===== config.mk =====
export PLATFORM = sky130hd
export DESIGN_NAME = scr1_rst_seq
export DESIGN_NICKNAME = d
export VERILOG_FILES = /design/src/rtl/scr1_rst_seq.sv
export SDC_FILE = /design/constraint.sdc
export NUM_CORES = 1
export LEC_CHECK = 0
export BUFFER_PORTS_ARGS = -buffer_cell sky130_fd_sc_hd__buf_2
export CORE_MARGIN = 5
export CORE_UTILIZATION = 35
export CTS_CLUSTER_SIZE = 8
export DETAILED_ROUTE_END_ITERATION = 7
export GPL_TIMING_DRIVEN = 0
export SETUP_SLACK_MARGIN = 0.5
export SLEW_MARGIN = 20
export SYNTH_ARGS = -nofsm -noshare
export SYNTH_HDL_FRONTEND = slang
export SYNTH_SLANG_ARGS = --single-unit

===== constraint.sdc =====
create_clock -name clk -period 2.7 [get_ports clk]
set_input_delay 0.54 -clock clk [delete_from_list [all_inputs] [get_ports clk]]
set_output_delay 0.54 -clock clk [all_outputs]
set_load 0.01 [all_outputs]

===== src/rtl/scr1_rst_seq.sv =====
// Reset sequencer: merges master reset with maskable requests, stretches the pulse,
// then releases N_DOM domains in index order. Optional cause capture: SCR1_RST_SEQ_CAUSE_EN.
module scr1_rst_seq #(
  parameter int N_SRC       = 2,
  parameter int N_DOM       = 3,
  parameter int HOLD_CYCLES = 4,
  parameter int GAP_CYCLES  = 2
) (
  input  logic             clk,
  input  logic             rst,
  input  logic [N_SRC-1:0] rst_req_i,
  input  logic [N_SRC-1:0] rst_req_mask_i,
  output logic [N_DOM-1:0] dom_rst_n_o,
  output logic             rdc_qlfy_o,
  output logic             busy_o,
  input  logic             cause_clr_i,
  output logic [N_SRC:0]   cause_o
);

  localparam int HW = (HOLD_CYCLES > 1) ? $clog2(HOLD_CYCLES) : 1;
  localparam int GW = (GAP_CYCLES  > 1) ? $clog2(GAP_CYCLES)  : 1;
  localparam int IW = (N_DOM       > 1) ? $clog2(N_DOM)       : 1;

  localparam logic [HW-1:0] HOLD_LD  = HW'(HOLD_CYCLES - 1);
  localparam logic [GW-1:0] GAP_LD   = GW'(GAP_CYCLES - 1);
  localparam logic [IW-1:0] LAST_DOM = IW'(N_DOM - 1);

  typedef enum logic [1:0] {
    ST_ASSERT  = 2'd0,
    ST_RELEASE = 2'd1,
    ST_RUN     = 2'd2
  } state_e;

  state_e           r_state;
  logic [HW-1:0]    r_hold_cnt;
  logic [GW-1:0]    r_gap_cnt;
  logic [IW-1:0]    r_dom_idx;
  logic [N_DOM-1:0] r_dom_rst_n;
  logic             r_busy;
  logic             r_rdc_qlfy;

  logic [N_SRC-1:0] w_req_vec;
  logic             w_req;
  logic [IW-1:0]    w_idx_nxt;

  assign w_req_vec = rst_req_i & ~rst_req_mask_i;
  assign w_req     = |w_req_vec;
  assign w_idx_nxt = r_dom_idx + IW'(1);

  // A live request overrides every state: entry from RUN, abort from RELEASE,
  // and hold extension in ASSERT all collapse into the same reload.
  // NOTE: state registers use non-blocking assignments so every read sees the pre-edge value.
  always_ff @(posedge clk) begin
    if (rst) begin
      r_state     <= ST_ASSERT;
      r_hold_cnt  <= HOLD_LD;
      r_gap_cnt   <= GAP_LD;
      r_dom_idx   <= '0;
      r_dom_rst_n <= '0;
      r_busy      <= 1'b1;
      r_rdc_qlfy  <= 1'b1;
    end else if (w_req) begin
      r_state     <= ST_ASSERT;
      r_hold_cnt  <= HOLD_LD;
      r_dom_rst_n <= '0;
      r_busy      <= 1'b1;
      r_rdc_qlfy  <= 1'b1;
    end else begin
      case (r_state)
        ST_ASSERT: begin
          if (r_hold_cnt == '0) begin
            r_state     <= ST_RELEASE;
            r_dom_rst_n <= N_DOM'(1);
            r_dom_idx   <= '0;
            r_gap_cnt   <= GAP_LD;
          end else begin
            r_hold_cnt <= r_hold_cnt - HW'(1);
          end
        end
        ST_RELEASE: begin
          if (r_dom_idx == LAST_DOM) begin
            r_state    <= ST_RUN;
            r_busy     <= 1'b0;
            r_rdc_qlfy <= 1'b0;
          end else if (r_gap_cnt == '0) begin
            r_dom_idx              <= w_idx_nxt;
            r_dom_rst_n[w_idx_nxt] <= 1'b1;
            r_gap_cnt              <= GAP_LD;
          end else begin
            r_gap_cnt <= r_gap_cnt - GW'(1);
          end
        end
        ST_RUN: ;
        default: begin
          r_state     <= ST_ASSERT;
          r_hold_cnt  <= HOLD_LD;
          r_dom_rst_n <= '0;
          r_busy      <= 1'b1;
          r_rdc_qlfy  <= 1'b1;
        end
      endcase
    end
  end

  assign dom_rst_n_o = r_dom_rst_n;
  assign busy_o      = r_busy;
  assign rdc_qlfy_o  = r_rdc_qlfy;

`ifdef SCR1_RST_SEQ_CAUSE_EN
  logic [N_SRC:0] r_cause;

  // Clear applies only in RUN; a request on the same edge still leaves its bit set.
  always_ff @(posedge clk) begin
    if (rst) begin
      r_cause <= {{N_SRC{1'b0}}, 1'b1};
    end else begin
      r_cause <= (((cause_clr_i && (r_state == ST_RUN)) ? '0 : r_cause) | {w_req_vec, 1'b0});
    end
  end

  assign cause_o = r_cause;
`else
  logic w_unused_cause_clr;
  assign w_unused_cause_clr = cause_clr_i;
  assign cause_o            = '0;
`endif

endmodule


==> metrics <==
remaining routing DRC violations=0; area of the mapped netlist=724 µm²; Die X=55.5 µm; total via count after detailed routing=593; net total in the final layout=119; initial antenna violation count=0; required time at the worst-slack endpoint=2.88 ns; number of buffers inserted by hold repair at cts=0; Clock transition at path regs=0.06 ns; weighted congestion at the end of routability-driven global placement=0.747; total non-filler cell area in the finished layout=842 µm²; post-CTS sizing=0; fin. max-slew vios=0; detailed-route wire length per cell=10.3 µm; 1st-iter DRT viols=11; met2 GRT Util=14.7%; leading post-synthesis cells by cell area=sky130_fd_sc_hd__dfxtp_1, sky130_fd_sc_hd__ha_1, sky130_fd_sc_hd__inv_1, sky130_fd_sc_hd__buf_4, sky130_fd_sc_hd__nand2_1; total clock buffers created by CTS=3; CTS tree=done; minimum clock period after layout=1.72 ns; height of the die=55.5 µm; I/O pin total=15; post-synthesis cell type count=28; H-tree levels=1; Overall Global Routing Usage=9.64%; peak fanout along the critical path=6; Static Leak=0.375 nW; detailed-route wire length=1.32 mm; synthesized instance count=85; status=finished clean; placed cell area=816 µm²; placeable core region=1960 µm²; total of endpoints with negative setup slack in the final report=0; flops & latches, synth=11; Hold Vio Cnt, Final=0; buffer depth of the longest clock path=2; number of global-route vias before repair=558; post-placement setup slack=0.989 ns; half-perimeter wire length of the detailed placement result=1.04 mm; mean area per synthesized cell=8.52 µm²; overall power=316 µW; type of the setup path with the least slack=reg2reg; gr ovfl total=0; VDD IR-drop max=0.188 mV; TritonRoute pass-1 iters=4; warning count from the yosys run=0; number of maximum-capacitance constraint violations=0; grt met1 use=11.9%; number of cell rows=16; clock network latency to the later pin of the worst-skew pair=0.27 ns; area share of the largest cell type after synthesis=30.4%; upper clock frequency limit=581 MHz; Pwr Density=376 nW/µm²; worst clock skew=0.00634 ns; diodes inserted=0; first-pass GRT wire length=2.37 mm; Post-CTS Repair Setup Buffers=0; portion of the post-synthesis area used by sequential elements=30.4%; met3 routing resource usage after global routing=3.73%; library cell with the largest summed area after synthesis=sky130_fd_sc_hd__dfxtp_1; via/cell ratio=4.63; Die Outline Area=3080 µm²; Period Utilization, post-route=63.8%; dpl cells=124; smallest setup slack after layout=0.978 ns; busiest metal layer after global routing=met2; initial cell density of the core=36.9%; Arr. time, crit path=1.90 ns; Finished Layout Cells=128; quantity of I/O buffers inserted on ports=10; nature of the critical path endpoint=flip-flop; largest net degree at the start of global routing=9; Area Overhead vs Synth=16.2%; startpoint types=flip-flop; post-detailed-route count of antenna-violating nets=0; Hold Path Class=reg2reg; CTS sink count=11; layout cells sized above 1=21.8%; setup TNS=0 ns; setup repair after global routing missed its margin=false; master cell of the clock root buffer=sky130_fd_sc_hd__clkbuf_4
## metal layers
layer	wire, µm	vias to the layer above	part of all wire [%]
li1	-	319	-
met1	639	250	48
met2	565	22	43
met3	86	2	6.5
met4	26	0	2.0
met5	0	-	0
## where the power goes
group	total [mW]	switching [mW]	internal [mW]
combinational	0.0383	0.0213	0.0170
sequential	0.167	0.00182	0.165
clock	0.111	0.0536	0.0572
total	0.316	0.0767	0.240
## final cells by class
type	instances	area, µm²
Timing Repair Buffer	10	50.0
Inverter	10	37.5
Sequential cell	11	220
Tap cell	27	33.8
Fill cell	211	1120
Multi-Input combinational cell	62	444
Buffer	4	30.0
Clock buffer	4	26.3
## synth_stat cells
| cell type | number |
|---|---|
| sky130_fd_sc_hd__nor2b_1 | 1 |
| sky130_fd_sc_hd__nor2_1 | 5 |
| sky130_fd_sc_hd__ha_1 | 10 |
| sky130_fd_sc_hd__dfxtp_1 | 11 |
| sky130_fd_sc_hd__nand2b_1 | 2 |
| sky130_fd_sc_hd__mux2i_1 | 1 |
| sky130_fd_sc_hd__a211o_1 | 2 |
| sky130_fd_sc_hd__o221a_2 | 1 |
| sky130_fd_sc_hd__nor3_1 | 4 |
| sky130_fd_sc_hd__nand3_1 | 4 |
| sky130_fd_sc_hd__o31ai_1 | 1 |
| sky130_fd_sc_hd__o21ai_1 | 1 |
| sky130_fd_sc_hd__a22oi_2 | 1 |
| sky130_fd_sc_hd__conb_1 | 1 |
| sky130_fd_sc_hd__o311ai_0 | 1 |
| sky130_fd_sc_hd__nand2_1 | 7 |
| sky130_fd_sc_hd__o21ai_0 | 4 |
| sky130_fd_sc_hd__o22ai_1 | 1 |
| sky130_fd_sc_hd__a221oi_2 | 1 |
| sky130_fd_sc_hd__inv_1 | 10 |
| sky130_fd_sc_hd__and4b_1 | 1 |
| sky130_fd_sc_hd__a211oi_1 | 1 |
| sky130_fd_sc_hd__or2_2 | 1 |
| sky130_fd_sc_hd__o21a_1 | 1 |
| sky130_fd_sc_hd__buf_4 | 4 |
| sky130_fd_sc_hd__nor3b_4 | 1 |
| sky130_fd_sc_hd__a21oi_1 | 5 |
| sky130_fd_sc_hd__and2b_1 | 2 |
## flip-flops by register name, summed over array words and instances, names as in the netlist
name / cells
dom_rst_n_o: 3
r_dom_idx: 2
r_hold_cnt: 2
r_state: 2
r_gap_cnt: 1
rdc_qlfy_o: 1
## critical path, stage by stage (launching register included)
cell	delay [ns]
sky130_fd_sc_hd__dfxtp_1	0.36
sky130_fd_sc_hd__inv_1	0.10
sky130_fd_sc_hd__ha_1	0.27
sky130_fd_sc_hd__a22oi_2	0.23
sky130_fd_sc_hd__nor3b_4	0.31
sky130_fd_sc_hd__o21ai_1	0.14
sky130_fd_sc_hd__a221oi_2	0.22
## cells by family (layout without fill, tap and decap cells)
group	Yosys count	in the layout	share of synthesized area (%)
and+or+nand+nor	28	28	21.2
AOI/OAI and AO/OA	20	20	19.9
buffers and inverters	14	28	9.33
DFF	11	11	30.4
adders and majority gates	10	10	17.3
other	1	3	0.518
muxes	1	1	1.38
## layout by cell type (no fill, tap or decap), drive strengths merged, types with 2 or more instances in the layout
cell,n
nor3,4
clkbuf,4
and2b,2
buf,14
nor2,5
ha,10
nand3,4
inv,10
conb,3
a21oi,5
o21ai,5
a211o,2
nand2,7
dfxtp,11
nand2b,2
## worst paths after layout
| path | startpoint | to | slack [ns] | cells past startpoint |
|---|---|---|---|---|
| worst max-delay path | r_state[1]$_SDFFE_PP0P_ | dom_rst_n_o[0]$_SDFFE_PP0P_ | 0.98 | 6 |
| worst max register to register | r_state[1]$_SDFFE_PP0P_ | dom_rst_n_o[0]$_SDFFE_PP0P_ | 0.98 | 6 |
| worst min register to register | dom_rst_n_o[0]$_SDFFE_PP0P_ | dom_rst_n_o[0]$_SDFFE_PP0P_ | 0.49 | 2 |
| worst min-delay path | dom_rst_n_o[0]$_SDFFE_PP0P_ | dom_rst_n_o[0]$_SDFFE_PP0P_ | 0.49 | 2 |
## per-stage QoR
stage	hold slack, ns	util (%)
final	0.487	42.9
after global routing	0.523	42.9
after detailed placement	0.472	41.6
after floorplan	0.459	-
after CTS	0.499	42.9
after global placement	0.458	41.6
Note: power is estimated with default switching activity, not from simulation.
